`config.mk`:
```
export PLATFORM = sky130hd
export DESIGN_NAME = bank_mapper
export DESIGN_NICKNAME = d
export VERILOG_FILES = /design/src/rtl/bank_mapper.sv
export SDC_FILE = /design/constraint.sdc
export NUM_CORES = 1
export LEC_CHECK = 0
export CAP_MARGIN = 40
export CORE_UTILIZATION = 44
export CTS_BUF_LIST = sky130_fd_sc_hd__clkbuf_4 sky130_fd_sc_hd__clkbuf_8 sky130_fd_sc_hd__clkbuf_16
export DETAILED_ROUTE_END_ITERATION = 8
export MAX_ROUTING_LAYER = met4
export PLACE_DENSITY_LB_ADDON = 0.15
export SLEW_MARGIN = 15
export SYNTH_ARGS = -nofsm -noshare
export SYNTH_HDL_FRONTEND = slang
export SYNTH_SLANG_ARGS = --single-unit
```
`constraint.sdc`:
```
create_clock -name clk -period 2.5 [get_ports clk]
set_clock_uncertainty 0.15 [all_clocks]
set_input_delay 0.25 -clock clk [delete_from_list [all_inputs] [get_ports clk]]
set_output_delay 0.25 -clock clk [all_outputs]
set_load 0.03 [all_outputs]
```
`src/rtl/bank_mapper.sv`:
```
// +--------------------------------------------------------------------------+
// | bank_mapper : 16-bit CPU to PHYS_BITS physical memory bank mapper with    |
// |               boot-ROM overlay and external-RAM wait-state generator.     |
// | Option      : BANK_MAPPER_READBACK_EN enables I/O readback of registers.  |
// | Revision    : 1.0 - initial release                                      |
// +--------------------------------------------------------------------------+
`default_nettype none

module bank_mapper #(
    parameter int         PAGE_BITS    = 2,
    parameter int         PHYS_BITS    = 19,
    parameter logic [7:0] IO_BASE      = 8'hF0,
    parameter logic [7:0] ROM_OFF_PORT = 8'h38,
    parameter int         ROM_BITS     = 13,
    parameter int         WAIT_CYCLES  = 1
) (
    input  logic                 clk,
    input  logic                 n_reset,
    input  logic [15:0]          cpu_addr,
    input  logic [7:0]           cpu_dout,
    input  logic                 n_mreq,
    input  logic                 n_iorq,
    input  logic                 n_rd,
    input  logic                 n_wr,
    output logic [PHYS_BITS-1:0] phys_addr,
    output logic                 n_rom_cs,
    output logic                 n_ram_cs,
    output logic                 rom_active,
    output logic                 wait_n,
    output logic [7:0]           map_dout,
    output logic                 map_sel
);

    localparam int         PW          = PHYS_BITS - 16 + PAGE_BITS;
    localparam int         NPAGES      = 1 << PAGE_BITS;
    localparam logic [3:0] C_WAIT_LOAD = 4'(WAIT_CYCLES);

    typedef enum logic [1:0] {
        ST_IDLE = 2'd0,
        ST_WAIT = 2'd1,
        ST_DONE = 2'd2
    } state_t;

    logic [PW-1:0]        r_page [NPAGES];
    logic                 r_rom_active;
    logic                 r_io_wr_d;
    state_t               r_state;
    logic [3:0]           r_cnt;
    logic                 r_wait_n;

    logic                 w_io_wr;
    logic                 w_wr_edge;
    logic [7:0]           w_page_off;
    logic                 w_page_hit;
    logic [PAGE_BITS-1:0] w_page_idx;
    logic                 w_rom_port;
    logic                 w_rom_sel;

    assign phys_addr  = {r_page[cpu_addr[15 -: PAGE_BITS]], cpu_addr[15-PAGE_BITS:0]};
    assign w_rom_sel  = !n_mreq && r_rom_active && (cpu_addr[15:ROM_BITS] == '0);
    assign n_rom_cs   = !w_rom_sel;
    assign n_ram_cs   = !(!n_mreq && n_rom_cs);
    assign rom_active = r_rom_active;
    assign wait_n     = r_wait_n;

    // Capture only on the first clock of an I/O write so a stretched strobe writes once.
    assign w_io_wr    = !n_iorq && !n_wr;
    assign w_wr_edge  = w_io_wr && !r_io_wr_d;
    assign w_page_off = cpu_addr[7:0] - IO_BASE;
    assign w_page_hit = (w_page_off < 8'(NPAGES));
    assign w_page_idx = w_page_off[PAGE_BITS-1:0];
    assign w_rom_port = (cpu_addr[7:0] == ROM_OFF_PORT);

    always_ff @(posedge clk or negedge n_reset) begin
        if (!n_reset) begin
            for (int i = 0; i < NPAGES; i++) begin
                r_page[i] <= PW'(i);
            end
            r_rom_active <= 1'b1;
            r_io_wr_d    <= 1'b0;
        end else begin
            r_io_wr_d <= w_io_wr;
            if (w_wr_edge && w_page_hit) begin
                r_page[w_page_idx] <= cpu_dout[PW-1:0];
            end
            if (w_wr_edge && w_rom_port) begin
                r_rom_active <= 1'b0;
            end
        end
    end

    always_ff @(posedge clk or negedge n_reset) begin
        if (!n_reset) begin
            r_state  <= ST_IDLE;
            r_cnt    <= 4'd0;
            r_wait_n <= 1'b1;
        end else begin
            case (r_state)
                ST_IDLE: begin
                    if (!n_ram_cs && (WAIT_CYCLES > 0)) begin
                        r_state  <= ST_WAIT;
                        r_cnt    <= C_WAIT_LOAD;
                        r_wait_n <= 1'b0;
                    end
                end
                ST_WAIT: begin
                    if (n_mreq) begin
                        r_state  <= ST_IDLE;
                        r_wait_n <= 1'b1;
                    end else if (r_cnt == 4'd1) begin
                        r_state  <= ST_DONE;
                        r_wait_n <= 1'b1;
                    end else begin
                        r_cnt <= r_cnt - 4'd1;
                    end
                end
                ST_DONE: begin
                    if (n_mreq) begin
                        r_state <= ST_IDLE;
                    end
                end
                default: begin
                    r_state  <= ST_IDLE;
                    r_wait_n <= 1'b1;
                end
            endcase
        end
    end

`ifdef BANK_MAPPER_READBACK_EN
    logic w_io_rd;
    logic w_unused_bits;

    assign w_io_rd       = !n_iorq && !n_rd;
    assign w_unused_bits = &{1'b0, cpu_dout};

    always_comb begin
        map_sel  = 1'b0;
        map_dout = 8'hFF;
        if (w_io_rd && w_page_hit) begin
            map_sel  = 1'b1;
            map_dout = 8'(r_page[w_page_idx]);
        end else if (w_io_rd && w_rom_port) begin
            map_sel  = 1'b1;
            map_dout = {7'b0, r_rom_active};
        end
    end
`else
    logic w_unused_bits;

    assign w_unused_bits = &{1'b0, cpu_dout, n_rd};
    assign map_sel       = 1'b0;
    assign map_dout      = 8'hFF;
`endif

endmodule

`default_nettype wire

```
==> summary.log <==
INFO  run_status     outcome=finished clean
INFO  final_layout   final_nets=193
INFO  clock_network  number_of_buffers_added_by_the_clock_tree_synthesis_step=5
INFO  routing        detailed_router_iteration_count_before_antenna_repair=4
INFO  timing         hold_viol=0
INFO  timing         finalSetupViolCount=0
INFO  timing         period_needed=2290ps
INFO  clock_network  hold_buffers=0
INFO  final_layout   n_antenna_cell=0
INFO  place          dp_hpwl=2.30mm
INFO  worst_setup_path cp_cell_sequence=clkdlybuf4s50_1 > buf_12 > mux4_1 > dlygate4sd2_1
INFO  worst_setup_path critical-path-slowest-cell=sky130_fd_sc_hd__mux4_1
INFO  routing        wl_per_cell=14.4µm
INFO  synthesis      synth.distinct_cells=38
INFO  floorplanning  initial_utilization=46.3%
INFO  final_layout   most_common_cell_after_layout_fill_and_taps_aside=sky130_fd_sc_hd__clkdlybuf4s50_1
INFO  timing         rsz0062_at_grt=false
INFO  worst_setup_path critPathCaptureType=primary output
INFO  worst_hold_path min-delay-path-class=in -> async
INFO  routing        detailroute.via_count=1,077
INFO  synthesis      synth_top_area_share=33.7%
INFO  grt            grt_pass1_wl=4.93mm
INFO  grt            grt_use_total=16.9%
INFO  worst_setup_path critPathMaxFanout=5
INFO  final_layout   most-common-layout-cells=sky130_fd_sc_hd__clkdlybuf4s50_1, sky130_fd_sc_hd__dfrtp_1, sky130_fd_sc_hd__mux2_1
INFO  worst_setup_path crit_end=phys_addr[15]
INFO  clock_network  clk_pin_slew_worst_paths=70ps
INFO  floorplanning  floorplan.die.width=64.3µm
INFO  worst_setup_path crit_required=2100ps
INFO  synthesis      postSynthRegisterBits=29
INFO  clock_network  root_buffer=sky130_fd_sc_hd__clkbuf_8
INFO  clock_network  cts_tree=done
INFO  routing        drt-total-wl=3.02mm
INFO  pwr            static_power_due_to_leakage=1.02nW
INFO  synthesis      yosysTopAreaCell=sky130_fd_sc_hd__dfrtp_1
INFO  synthesis      synth.area.top_cells=sky130_fd_sc_hd__dfrtp_1, sky130_fd_sc_hd__mux2_1, sky130_fd_sc_hd__buf_4
INFO  worst_setup_path timing.setup.critical_path_class=in -> out
INFO  floorplanning  io_pins=62
INFO  worst_setup_path ff2ff_setup_slack=650ps
INFO  timing         tightestPinTransition=626ps
INFO  timing         fin_crit_sh=91.5%
INFO  synthesis      number_of_instances_in_the_synthesized_netlist=131
INFO  worst_setup_path slowest_stage_delay_on_critical_path=560ps
INFO  worst_setup_path rr_startpoint=r_io_wr_d
INFO  floorplanning  design.die.area=4140µm²
INFO  clock_network  ctsLongestPathBuffers=2
INFO  timing         achievable-frequency=437MHz
INFO  routing        post-route-drc-count=0
INFO  floorplanning  rows=22
INFO  synthesis      yosysWarnings=0
INFO  timing         timing.slew.headroom=58.2%
INFO  pwr            vdd_drop_max=0.354mV
INFO  clock_network  number_of_clock_sinks=29
INFO  grt            overflow=0
INFO  worst_setup_path critical_path.startpoint=cpu_addr[14]
INFO  worst_setup_path start_kind=primary input
INFO  routing        violation_count_after_the_first_detailed_routing_iteration=27
INFO  worst_setup_path critical_path.reg2reg.endpoint=r_page[9]
INFO  pwr            design_power_total=1.36mW
INFO  final_layout   area_delta_synth_final=25.3%
INFO  place          dpl-instance-area=2010µm²
INFO  pwr            power.density=637nW/µm²
INFO  worst_setup_path reg2regPathDepth=3
INFO  place          final_wtd_congestion=0.765
INFO  floorplanning  floorplan.core_area=3690µm²
INFO  flow_run       cap_violations=0
INFO  floorplanning  die_height=64.3µm
INFO  grt            grt_antenna_before_repair=0
INFO  final_layout   finalInstanceArea=2140µm²
INFO  place          portBuffers=38
INFO  clock_network  clkLatencyLatePin=280ps
INFO  synthesis      avgSynthCellArea=13.0µm²
INFO  clock_network  cts-htree-levels=2
INFO  routing        ant_nets=0
INFO  worst_setup_path cp.arrival=1890ps
INFO  final_layout   drive_above_1_share=17.9%
INFO  synthesis      synth.yosys.seq_area_share=42.9%
INFO  routing        vias_per_cell=5.13
INFO  timing         drv_slew=0
INFO  synthesis      post_synth_instance_area=1710µm²
INFO  grt            vias_in_the_first_global_route=1,056
INFO  grt            grt_start_max_net_pins=30
## cell families (layout without fill, tap and decap cells)
group,Yosys count,after routing,share of synthesized area (%)
XOR/XNOR,1,1,0.513
AND/OR/NAND/NOR,27,27,14.9
multiplexers,26,26,21.5
buffers and inverters,33,57,13.3
AO/OA/AOI/OAI,11,11,4.98
adder cells (fa/ha/maj),2,2,1.46
flip-flops,29,29,42.9
other,2,9,0.439
## state kept, by name, indices dropped and copies added (netlist names)
signal / cells
r_cnt: 4
r_io_wr_d: 1
r_page: 20
r_state: 2
rom_active: 1
wait_n: 1
## timing repair
item                       in CTS  in global routing
resized for setup               5                  0
setup buffers                   0                  0
setup endpoints to repair       5                  0
## metrics by stage
step	TNS (ps)	hold WS, ps	utilization (%)	std cells	setup slack, ps
after floorplan	0	-196	-	138	558
after global placement	-105	309	54.6	202	-25.6
after detailed placement	-149	317	54.6	202	-45.2
after CTS	0	212	58.0	210	197
after global routing	0	232	58.0	210	167
final	0	203	58.0	210	212
## critical path, delay by kind of cell
kind,cells,cell delay [ps]
muxes,1,560
buffers and inverters,3,1060
## worst min-delay path by stage
stage,start,to,slack [ps]
5_1_grt,n_reset,r_cnt[2],230
2_1_floorplan,n_reset,r_cnt[0],-200
6_report,n_reset,r_page[11],200
3_3_place_gp,r_page[12],r_page[12],310
4_1_cts,n_reset,r_page[11],210
3_5_place_dp,r_page[16],r_page[16],320
## metal layers
metal	vias to the layer above	track usage, %	part of all wire, %
li1	508	-	-
met1	533	19.2	40
met2	24	26.8	53
met3	12	4.82	4.7
met4	0	9.17	2.5
met5	-	-	0
## synth_stat cells (all sizes together)
cell	instances
o41a	1
a31o	1
nor3b	1
mux2	21
nand2	3
or4b	1
a221oi	3
dfrtp	23
nand3b	1
and2	1
nor4	5
ha	2
nand2b	1
a21o	1
or2b	1
o21bai	1
nor2	1
xnor2	1
nand4bb	2
a22o	1
a21oi	2
buf	26
nand4b	1
or2	3
inv	7
nor3	3
dfstp	6
mux4	5
o21ai	1
nand3	2
conb	2
or3b	1
## report_power, final
part	leakage (nW)	total [mW]	internal [mW]	switching [mW]
Combinational	0.579	0.249	0.110	0.138
Clock	0.0681	0.576	0.396	0.180
Sequential	0.374	0.540	0.509	0.0316
Total	1.02	1.36	1.01	0.350
## layout make-up
class	count	area [µm²]
Clock buffer	5	68.8
Clock inverter	3	65.1
Fill cell	323	1550
Inverter	7	26.3
Multi-Input combinational cell	76	776
Sequential cell	29	733
Tap cell	48	60.1
Timing Repair Buffer	42	412
(Power assumes the default switching activity.)
